===== config.mk =====
export PLATFORM = sky130hd
export DESIGN_NAME = multicycle_control_unit_flat
export DESIGN_NICKNAME = d
export VERILOG_FILES = /design/src/rtl/multicycle_control_unit_pkg.sv /design/src/rtl/multicycle_control_unit_if.sv /design/src/rtl/multicycle_control_unit_imm_src_decoder.sv /design/src/rtl/multicycle_control_unit.sv /design/src/flat_wrapper.sv
export SDC_FILE = /design/constraint.sdc
export NUM_CORES = 1
export LEC_CHECK = 0
export CORE_ASPECT_RATIO = 1.1
export CORE_MARGIN = 2
export CORE_UTILIZATION = 41
export DETAILED_ROUTE_END_ITERATION = 6
export PLACE_DENSITY = 0.79
export SETUP_SLACK_MARGIN = 0.02
export SLEW_MARGIN = 20
export SYNTH_ARGS = -nofsm -noshare
export SYNTH_HDL_FRONTEND = slang
export SYNTH_SLANG_ARGS = --single-unit

===== constraint.sdc =====
create_clock -name clk -period 2.1 [get_ports clk]
set_clock_uncertainty 0.1 [all_clocks]
set_input_delay 0.42 -clock clk [delete_from_list [all_inputs] [get_ports clk]]
set_output_delay 0.42 -clock clk [all_outputs]
set_load 0.02 [all_outputs]

===== src/rtl/multicycle_control_unit_pkg.sv =====
// mcu_pkg: shared definitions for the RV32I multicycle control path.
// Holds the FSM state encoding, decoded opcode constants, immediate-format
// codes and the mux-select codes driven onto the datapath.
package mcu_pkg;

    localparam int OPCODE_W  = 7;
    localparam int IMM_SRC_W = 3;

    // Encodings 12..15 are unused and fall back to S_FETCH.
    typedef enum logic [3:0] {
        S_FETCH    = 4'd0,
        S_DECODE   = 4'd1,
        S_MEMADR   = 4'd2,
        S_MEMREAD  = 4'd3,
        S_MEMWB    = 4'd4,
        S_MEMWRITE = 4'd5,
        S_EXECR    = 4'd6,
        S_EXECI    = 4'd7,
        S_ALUWB    = 4'd8,
        S_BRANCH   = 4'd9,
        S_JAL      = 4'd10,
        S_LUI      = 4'd11
    } state_t;

    localparam logic [6:0] OP_LW     = 7'b0000011;
    localparam logic [6:0] OP_SW     = 7'b0100011;
    localparam logic [6:0] OP_R      = 7'b0110011;
    localparam logic [6:0] OP_I_ALU  = 7'b0010011;
    localparam logic [6:0] OP_BRANCH = 7'b1100011;
    localparam logic [6:0] OP_JAL    = 7'b1101111;
    localparam logic [6:0] OP_LUI    = 7'b0110111;

    localparam logic [2:0] IMM_I = 3'b000;
    localparam logic [2:0] IMM_S = 3'b001;
    localparam logic [2:0] IMM_B = 3'b010;
    localparam logic [2:0] IMM_J = 3'b011;
    localparam logic [2:0] IMM_U = 3'b100;

    localparam logic [1:0] ALU_SRC_A_PC    = 2'b00;
    localparam logic [1:0] ALU_SRC_A_OLDPC = 2'b01;
    localparam logic [1:0] ALU_SRC_A_ZERO  = 2'b10;
    localparam logic [1:0] ALU_SRC_A_RS1   = 2'b11;

    localparam logic [1:0] ALU_SRC_B_RS2  = 2'b00;
    localparam logic [1:0] ALU_SRC_B_IMM  = 2'b01;
    localparam logic [1:0] ALU_SRC_B_FOUR = 2'b10;

    localparam logic [1:0] ALU_OP_ADD   = 2'b00;
    localparam logic [1:0] ALU_OP_SUB   = 2'b01;
    localparam logic [1:0] ALU_OP_FUNCT = 2'b10;

    localparam logic [1:0] RESULT_SRC_ALUOUT = 2'b00;
    localparam logic [1:0] RESULT_SRC_MDR    = 2'b01;
    localparam logic [1:0] RESULT_SRC_ALU    = 2'b10;

endpackage


===== src/rtl/multicycle_control_unit_if.sv =====
// multicycle_control_unit_if: control <-> datapath signal bundle.
//   master: control unit (consumes instruction fields, flags, mem_ready;
//           drives memory handshake, enables, mux selects, imm_src).
//   slave : datapath/memory side (the mirror image).
interface multicycle_control_unit_if #(
    parameter int OPCODE_W  = 7,
    parameter int IMM_SRC_W = 3
);
    logic [OPCODE_W-1:0]  opcode;
    logic [2:0]           funct3;
    logic                 zero;
    logic                 mem_ready;
    logic                 mem_req;
    logic                 mem_write;
    logic                 adr_src;
    logic                 ir_write;
    logic                 pc_write;
    logic                 reg_write;
    logic [1:0]           alu_src_a;
    logic [1:0]           alu_src_b;
    logic [1:0]           alu_op;
    logic [1:0]           result_src;
    logic [IMM_SRC_W-1:0] imm_src;
    logic                 illegal_instr;

    modport master (
        input  opcode, funct3, zero, mem_ready,
        output mem_req, mem_write, adr_src, ir_write, pc_write, reg_write,
               alu_src_a, alu_src_b, alu_op, result_src, imm_src, illegal_instr
    );

    modport slave (
        output opcode, funct3, zero, mem_ready,
        input  mem_req, mem_write, adr_src, ir_write, pc_write, reg_write,
               alu_src_a, alu_src_b, alu_op, result_src, imm_src, illegal_instr
    );
endinterface


===== src/rtl/multicycle_control_unit_imm_src_decoder.sv =====
// imm_src_decoder: purely combinational opcode -> immediate-format select.
//   opcode  : instruction bits [6:0]
//   imm_src : I/S/B/J/U format code for the immediate generator
module imm_src_decoder
    import mcu_pkg::*;
#(
    parameter int OPCODE_W  = 7,
    parameter int IMM_SRC_W = 3
) (
    input  logic [OPCODE_W-1:0]  opcode,
    output logic [IMM_SRC_W-1:0] imm_src
);
    always_comb begin
        unique case (opcode)
            OP_SW:     imm_src = IMM_S;
            OP_BRANCH: imm_src = IMM_B;
            OP_JAL:    imm_src = IMM_J;
            OP_LUI:    imm_src = IMM_U;
            default:   imm_src = IMM_I;
        endcase
    end
endmodule


===== src/rtl/multicycle_control_unit.sv =====
// multicycle_control_unit: Moore FSM sequencing the RV32I multicycle datapath.
//   clk : rising-edge clock
//   rst : asynchronous active-high reset (returns to S_FETCH)
//   bus : master side of multicycle_control_unit_if (instruction fields,
//         flags and mem_ready in; handshake, enables and selects out)
module multicycle_control_unit
    import mcu_pkg::*;
#(
    parameter int OPCODE_W  = 7,
    parameter int IMM_SRC_W = 3
) (
    input  logic                          clk,
    input  logic                          rst,
    multicycle_control_unit_if.master     bus
);
    state_t state, state_next;

    imm_src_decoder #(.OPCODE_W(OPCODE_W), .IMM_SRC_W(IMM_SRC_W)) u_imm_dec (
        .opcode  (bus.opcode),
        .imm_src (bus.imm_src)
    );

    always_ff @(posedge clk or posedge rst) begin
        if (rst) state <= S_FETCH;
        else     state <= state_next;
    end

    always_comb begin
        state_next = S_FETCH;
        case (state)
            S_FETCH:    state_next = bus.mem_ready ? S_DECODE : S_FETCH;
            S_DECODE: begin
                case (bus.opcode)
                    OP_LW, OP_SW: state_next = S_MEMADR;
                    OP_R:         state_next = S_EXECR;
                    OP_I_ALU:     state_next = S_EXECI;
                    OP_BRANCH:    state_next = S_BRANCH;
                    OP_JAL:       state_next = S_JAL;
                    OP_LUI:       state_next = S_LUI;
                    default:      state_next = S_FETCH;
                endcase
            end
            S_MEMADR:   state_next = (bus.opcode == OP_LW) ? S_MEMREAD : S_MEMWRITE;
            S_MEMREAD:  state_next = bus.mem_ready ? S_MEMWB : S_MEMREAD;
            S_MEMWRITE: state_next = bus.mem_ready ? S_FETCH : S_MEMWRITE;
            S_EXECR, S_EXECI, S_JAL, S_LUI: state_next = S_ALUWB;
            default:    state_next = S_FETCH;
        endcase
    end

    always_comb begin
        bus.mem_req       = 1'b0;
        bus.mem_write     = 1'b0;
        bus.adr_src       = 1'b0;
        bus.ir_write      = 1'b0;
        bus.pc_write      = 1'b0;
        bus.reg_write     = 1'b0;
        bus.alu_src_a     = ALU_SRC_A_PC;
        bus.alu_src_b     = ALU_SRC_B_RS2;
        bus.alu_op        = ALU_OP_ADD;
        bus.result_src    = RESULT_SRC_ALUOUT;
        bus.illegal_instr = 1'b0;
        case (state)
            S_FETCH: begin
                bus.mem_req    = 1'b1;
                bus.ir_write   = bus.mem_ready;
                bus.pc_write   = bus.mem_ready;
                bus.alu_src_b  = ALU_SRC_B_FOUR;
                bus.result_src = RESULT_SRC_ALU;
            end
            S_DECODE: begin
                bus.alu_src_a = ALU_SRC_A_OLDPC;
                bus.alu_src_b = ALU_SRC_B_IMM;
                case (bus.opcode)
                    OP_LW, OP_SW, OP_R, OP_I_ALU, OP_BRANCH, OP_JAL, OP_LUI: ;
                    default: bus.illegal_instr = 1'b1;
                endcase
            end
            S_MEMADR: begin
                bus.alu_src_a = ALU_SRC_A_RS1;
                bus.alu_src_b = ALU_SRC_B_IMM;
            end
            S_MEMREAD: begin
                bus.mem_req = 1'b1;
                bus.adr_src = 1'b1;
            end
            S_MEMWB: begin
                bus.result_src = RESULT_SRC_MDR;
                bus.reg_write  = 1'b1;
            end
            S_MEMWRITE: begin
                bus.mem_req   = 1'b1;
                bus.mem_write = 1'b1;
                bus.adr_src   = 1'b1;
            end
            S_EXECR: begin
                bus.alu_src_a = ALU_SRC_A_RS1;
                bus.alu_src_b = ALU_SRC_B_RS2;
                bus.alu_op    = ALU_OP_FUNCT;
            end
            S_EXECI: begin
                bus.alu_src_a = ALU_SRC_A_RS1;
                bus.alu_src_b = ALU_SRC_B_IMM;
                bus.alu_op    = ALU_OP_FUNCT;
            end
            S_ALUWB: begin
                bus.reg_write = 1'b1;
            end
            S_BRANCH: begin
                bus.alu_src_a = ALU_SRC_A_RS1;
                bus.alu_src_b = ALU_SRC_B_RS2;
                bus.alu_op    = ALU_OP_SUB;
                // beq takes on zero, bne on !zero; other funct3 never redirect
                bus.pc_write  = ((bus.funct3 == 3'b000) &&  bus.zero) ||
                                ((bus.funct3 == 3'b001) && !bus.zero);
            end
            S_JAL: begin
                bus.alu_src_a = ALU_SRC_A_OLDPC;
                bus.alu_src_b = ALU_SRC_B_FOUR;
                bus.pc_write  = 1'b1;
            end
            S_LUI: begin
                bus.alu_src_a = ALU_SRC_A_ZERO;
                bus.alu_src_b = ALU_SRC_B_IMM;
            end
            default: ;
        endcase
    end
endmodule


===== src/flat_wrapper.sv =====
// flat-port wrapper written by rule: the top's interface ports become plain ports
module multicycle_control_unit_flat import mcu_pkg::*;
#(
    parameter int OPCODE_W  = 7,
    parameter int IMM_SRC_W = 3
)
  (clk, rst, bus_opcode, bus_funct3, bus_zero, bus_mem_ready, bus_mem_req, bus_mem_write, bus_adr_src, bus_ir_write, bus_pc_write, bus_reg_write, bus_alu_src_a, bus_alu_src_b, bus_alu_op, bus_result_src, bus_imm_src, bus_illegal_instr);
  multicycle_control_unit_if #(.OPCODE_W(OPCODE_W), .IMM_SRC_W(IMM_SRC_W)) bus_i ();
  input  logic clk;
  input  logic rst;
  input wire logic [$bits(bus_i.opcode)-1:0] bus_opcode;
  input wire logic [$bits(bus_i.funct3)-1:0] bus_funct3;
  input wire logic [$bits(bus_i.zero)-1:0] bus_zero;
  input wire logic [$bits(bus_i.mem_ready)-1:0] bus_mem_ready;
  output wire logic [$bits(bus_i.mem_req)-1:0] bus_mem_req;
  output wire logic [$bits(bus_i.mem_write)-1:0] bus_mem_write;
  output wire logic [$bits(bus_i.adr_src)-1:0] bus_adr_src;
  output wire logic [$bits(bus_i.ir_write)-1:0] bus_ir_write;
  output wire logic [$bits(bus_i.pc_write)-1:0] bus_pc_write;
  output wire logic [$bits(bus_i.reg_write)-1:0] bus_reg_write;
  output wire logic [$bits(bus_i.alu_src_a)-1:0] bus_alu_src_a;
  output wire logic [$bits(bus_i.alu_src_b)-1:0] bus_alu_src_b;
  output wire logic [$bits(bus_i.alu_op)-1:0] bus_alu_op;
  output wire logic [$bits(bus_i.result_src)-1:0] bus_result_src;
  output wire logic [$bits(bus_i.imm_src)-1:0] bus_imm_src;
  output wire logic [$bits(bus_i.illegal_instr)-1:0] bus_illegal_instr;
  assign bus_i.opcode = bus_opcode;
  assign bus_i.funct3 = bus_funct3;
  assign bus_i.zero = bus_zero;
  assign bus_i.mem_ready = bus_mem_ready;
  assign bus_mem_req = bus_i.mem_req;
  assign bus_mem_write = bus_i.mem_write;
  assign bus_adr_src = bus_i.adr_src;
  assign bus_ir_write = bus_i.ir_write;
  assign bus_pc_write = bus_i.pc_write;
  assign bus_reg_write = bus_i.reg_write;
  assign bus_alu_src_a = bus_i.alu_src_a;
  assign bus_alu_src_b = bus_i.alu_src_b;
  assign bus_alu_op = bus_i.alu_op;
  assign bus_result_src = bus_i.result_src;
  assign bus_imm_src = bus_i.imm_src;
  assign bus_illegal_instr = bus_i.illegal_instr;
  multicycle_control_unit #(.OPCODE_W(OPCODE_W), .IMM_SRC_W(IMM_SRC_W)) u_core (.clk(clk), .rst(rst), .bus(bus_i));
endmodule

Word level (Yosys, flattened, before mapping)
Index checks and enable logic that the tools add are counted.
{"block": "word_totals", "latchBits": 0, "wordCells": 56, "ff_bits": 4, "ramBits": 0, "memories": 0, "output_inout_bits": 18, "mem_bits_ro": 0, "inputBits": 14}
{"block": "classes", "mux": 19, "multipliers": 0, "addsub": 0, "n_reduce_logical": 17, "shifts": 0, "div_mod_pow": 0, "bitwise_logic": 0, "eq_ne": 19, "magnitude_cmp": 0}
{"op": "$pmux 4 s6", "n": 2}
{"op": "$eq 7x6->1 const B", "n": 3}
{"op": "$eq 4x3->1 const B", "n": 4}
{"op": "$eq 4x4->1 const B", "n": 4}
{"op": "$eq 7x7->1 const B", "n": 2}
{"op": "$pmux 2 s2", "n": 3}
{"op": "$pmux 3 s4", "n": 1}
{"op": "$reduce_or 2->1", "n": 6}
{"op": "$reduce_or 4->1", "n": 3}
{"op": "$mux 3", "n": 3}
{"op": "$eq 4x2->1 const B", "n": 2}
{"op": "$mux 1", "n": 8}
{"op": "$eq 7x2->1 const B", "n": 1}
{"op": "$eq 7x5->1 const B", "n": 1}
{"op": "$reduce_or 7->1", "n": 1}
{"op": "$pmux 2 s3", "n": 1}
{"op": "$eq 4x1->1 const B", "n": 1}
{"op": "$logic_not 4->1", "n": 1}
{"op": "$eq 3x1->1 const B", "n": 1}
{"op": "$logic_not 3->1", "n": 1}
{"op": "$pmux 1 s3", "n": 1}
{"op": "$reduce_or 3->1", "n": 1}
{"op": "$logic_and 1x1->1", "n": 2}
{"op": "$logic_not 1->1", "n": 1}
{"op": "$logic_or 1x1->1", "n": 1}

Logic depth before layout (Yosys ltp)
{"block": "logic_depth", "depth_word": 4, "mapped_depth": 5, "ltp_nobuf": 3}

Cells and area by module
Synthesis repeated with hierarchy kept, for this count alone.
{"block": "unflattened", "hier_cells": 83, "hier_area_um2": 630.6}
{"mod": "multicycle_control_unit", "n_inst": 1, "seq_area_each_um2": 100.1, "area_per_inst_um2": 569.3, "cells_per_inst": 75}
{"mod": "imm_src_decoder", "n_inst": 1, "seq_area_each_um2": 0.0, "area_per_inst_um2": 61.3, "cells_per_inst": 8}

Least setup slack after synthesis
OpenSTA, ideal clock, no wires.
{"block": "synth_path", "path_kind": "input to output", "from": "in bus_opcode[4]", "to": "out bus_imm_src[0]", "arrival_time_ns": 1.415, "slack_ns": 0.165, "cell_stages": 4, "cell_sequence": "buf_6 -> nand3b_4 -> or3_1 -> a21oi_1"}
{"block": "synth_between", "elab_chain_len": 2}
{"item": "start: declaration", "line_no": "flat_wrapper.sv:11", "source": "input wire logic [$bits(bus_i.opcode)-1:0] bus_opcode;"}
{"item": "$eq 7x6->1 / $eq 7x7->1 (equally long branches)", "line_no": "multicycle_control_unit_imm_src_decoder.sv:14", "source": "unique case (opcode)"}
{"item": "$pmux 3 s4 (*)", "line_no": "multicycle_control_unit_imm_src_decoder.sv:14"}
{"item": "end: declaration", "line_no": "flat_wrapper.sv:25", "source": "output wire logic [$bits(bus_i.imm_src)-1:0] bus_imm_src;"}
Mark *: on every way between the ends. The rest lies on a longest branch, timed or not.

Final worst setup path
{"block": "layout_path", "from": "reg u_core.state[3]", "to": "out bus_pc_write"}
{"block": "layout_between", "elab_chain_len": 2}
{"item": "start: declaration", "line_no": "multicycle_control_unit.sv:16", "source": "state_t state, state_next;"}
{"item": "start signal: assignment", "line_no": "multicycle_control_unit.sv:25", "source": "else state <= state_next;"}
{"item": "$eq 4x4->1 / $logic_not 4->1 (equally long branches)", "line_no": "multicycle_control_unit.sv:63", "source": "case (state)"}
{"item": "$pmux 1 s3 (*)", "line_no": "multicycle_control_unit.sv:63"}
{"item": "end: declaration", "line_no": "flat_wrapper.sv:19", "source": "output wire logic [$bits(bus_i.pc_write)-1:0] bus_pc_write;"}
Marked as above.

==> flow_metrics.py <==
metrics = {
    "power_and_ir_drop": {
        "power.total_mw": 0.433,
        "power_density_nw_per_um2": 342,
        "ir_drop_mv": 0.287,
        "cellLeakagePower_nw": 0.621,
    },
    "drt": {
        "vias": 927,
        "firstDrtPassIters": 4,
        "wl_per_cell_um": 14.1,
        "drc": 0,
        "vias_per_cell": 5.52,
        "ant_nets": 0,
        "dr.first_iter.drc_count": 13,
        "routed_wl_um": 2370,
    },
    "logic_synthesis": {
        "synth_nets": 107,
        "synth_cell_types": 45,
        "synthFlopType": "dfrtp_1",
        "yosysMostFrequentCell": "nand2_1",
        "synth-seq-cells": 4,
        "yosys-top-cells-area": "dfrtp_1 14%, nand2_1 5.2%, xor2_1 4.8%, nand2b_1 4.3%, nor3b_1 4.1%",
        "netlist.area_leader.share_pct": 13.7,
        "avgSynthCellArea_um2": 7.83,
        "syn_area_um2": 728,
        "ys_seq_area_share_pct": 13.7,
        "yosysWarnings": 0,
        "netlist.top_cell.by_area": "dfrtp_1",
        "synth_edf_count": 0,
        "netlist_top_cells_count": "10 x nand2_1, 5 x nand2b_1, 5 x nor2_1, 5 x nor3_1",
        "synth_cells": 93,
        "synthArstFlopShare_pct": 100,
    },
    "setup_path": {
        "path_max_fanout": 3,
        "crit_type": "register to output port",
        "path_cells": "buf_4 > or3b_1 > a21o_1 > a21oi_2 > buf_4",
        "crit_path_start_kind": "register",
        "critical_path_required_ns": 1.58,
        "critPathMaxStageDelay_ns": 0.38,
        "worst_path_max_delay_cell": "dfrtp_1",
        "worst_setup_path_end_kind": "output port",
        "crit_path_frequent_cell": "buf_4",
        "critPathArrivalTime_ns": 1.57,
    },
    "clocking": {
        "cts_hold_buf": 0,
        "cts_tree": "built",
        "h-tree-depth": 1,
        "cts_sinks": 4,
        "cts_buffers": 3,
        "clk-insertion-delay-late_ns": 0.26,
        "cts_buffer_depth": 2,
        "clockRootBuffer": "clkbuf_4",
        "clk_pin_slew_ns": 0.05,
    },
    "worst_hold_path": {
        "hp-class": "input pin to asynchronous set/reset pin",
    },
    "floorplanning": {
        "die_w_um": 44.2,
        "io_pins": 32,
        "die_area_um2": 2130,
        "start_util_pct": 45.1,
        "core_area_um2": 1610,
        "num_rows": 15,
        "chipHeight_um": 48.2,
    },
    "final_layout": {
        "area_delta_synth_final_pct": 73.9,
        "drive_gt1_share_pct": 40.4,
        "largest_register": "u_core.state",
        "stdcell_count": 168,
        "largest_register_ffs": 4,
        "fin_nets": 167,
        "n_antenna_cell": 0,
        "utilization_pct": 78.4,
        "reg_top3": "u_core.state: 4 flops",
    },
    "grt": {
        "antenna_found_initial": 0,
        "grt_pass1_vias": 857,
        "grtUsageTotal_pct": 23.3,
        "gr-total-overflow": 0,
        "grt_pass1_wl_um": 3590,
        "grt_max_degree": 17,
    },
    "placed_design": {
        "place.gp.congestion": 0.844,
        "io_buffers": 31,
        "hpwl_um": 1740,
        "dp_cells": 164,
    },
    "run": {
        "maxCapViolCount": 0,
    },
    "sta": {
        "fmax_mhz": 477,
        "fin_tns_setup_ns": 0,
        "worstMarginPinSlew_ns": 0.325,
        "drv_slew": 0,
        "hold_violations": 0,
        "setup_violations": 0,
        "min_period_ns": 2.09,
        "post-route-period-util_pct": 99.8,
        "rsz0062_at_grt": "true",
        "relSlewSlack_pct": 78.3,
    },
    "run_status": {
        "status": "complete, no violations",
    },
}
[metal layers]
metal,GRT usage (%),up-vias,wire length [um]
met3,1.48,9,146
met4,10.9,0,76
li1,-,459,-
met5,0,-,0
met2,49.4,50,1330
met1,23.3,409,820
[critical path, delay by kind of cell, from the launching register on]
| family | cells | cell delay (ns) |
|---|---|---|
| AO/OA/AOI/OAI | 2 | 0.28 |
| buffers and inverters | 2 | 0.30 |
| AND/OR/NAND/NOR | 1 | 0.35 |
| flip-flops | 1 | 0.38 |
[power breakdown]
group          switching [mW]  total (mW)  leakage, nW  internal, mW
registers             0.00769      0.0887       0.0505        0.0811
clock network          0.0463       0.111       0.0138        0.0649
logic                   0.114       0.233        0.556         0.119
total                   0.168       0.433        0.621         0.265
[final timing paths]
kind / startpoint / endpoint / depth (start not counted) / slack [ns]
max in group asynchronous: rst / u_core.state[2] / 2 / 1.48
setup / recovery: u_core.state[3] / bus_pc_write / 5 / 0.005
hold reg to reg: u_core.state[1] / u_core.state[3] / 3 / 0.61
hold / removal: rst / u_core.state[3] / 2 / 0.25
min in group clk: bus_opcode[6] / u_core.state[1] / 3 / 0.54
setup reg to reg: u_core.state[0] / u_core.state[0] / 4 / 0.56
[cell usage in the layout (no fill, tap or decap), types with 3 or more instances in the layout]
cell type	Yosys	final
buf_4	3	34
dlygate4sd2_1	0	16
nand2_1	10	10
nand2b_1	5	5
nor2_1	5	5
nor3_1	5	5
clkdlybuf4s50_1	0	5
nor3b_1	4	3
and3b_1	3	3
o21ai_1	3	3
xor2_1	4	3
clkbuf_4	0	3
[kinds of logic (layout without fill, tap and decap cells)]
| logic type | Yosys count | count (layout) | share of synthesized area, % |
|---|---|---|---|
| muxes | 2 | 2 | 2.92 |
| xor gates and xnor gates | 4 | 4 | 4.81 |
| DFF | 4 | 4 | 13.7 |
| buffers and inverters | 10 | 68 | 9.28 |
| AOI/OAI and AO/OA | 20 | 20 | 20.1 |
| and+or+nand+nor | 53 | 53 | 49.1 |
[per-stage QoR]
| step | worst slack (ns) | area [um2] | hold slack (ns) |
|---|---|---|---|
| finish | 0.00511 | 1270 | 0.246 |
| floorplan | 0.165 | 728 | 0.0861 |
| global placement | -0.617 | 1230 | 0.504 |
| global route | -0.0486 | 1270 | 0.282 |
| CTS | 0.00394 | 1250 | 0.247 |
| detailed placement | -0.635 | 1230 | 0.515 |
[cell type report]
class	instances	area [um2]
inverter	2	7.51
timing repair buffer	63	508
tap	17	21.3
multi-input combinational	79	604
fill	124	348
clock buffer	3	22.5
sequential	4	103
[timing repair]
item                       CTS  global route
setup endpoints to repair   18            10
buffers inserted             1             0
resized for setup           52            17
pin swaps                    4             1
No activity file was read; power rests on OpenSTA's default activity.
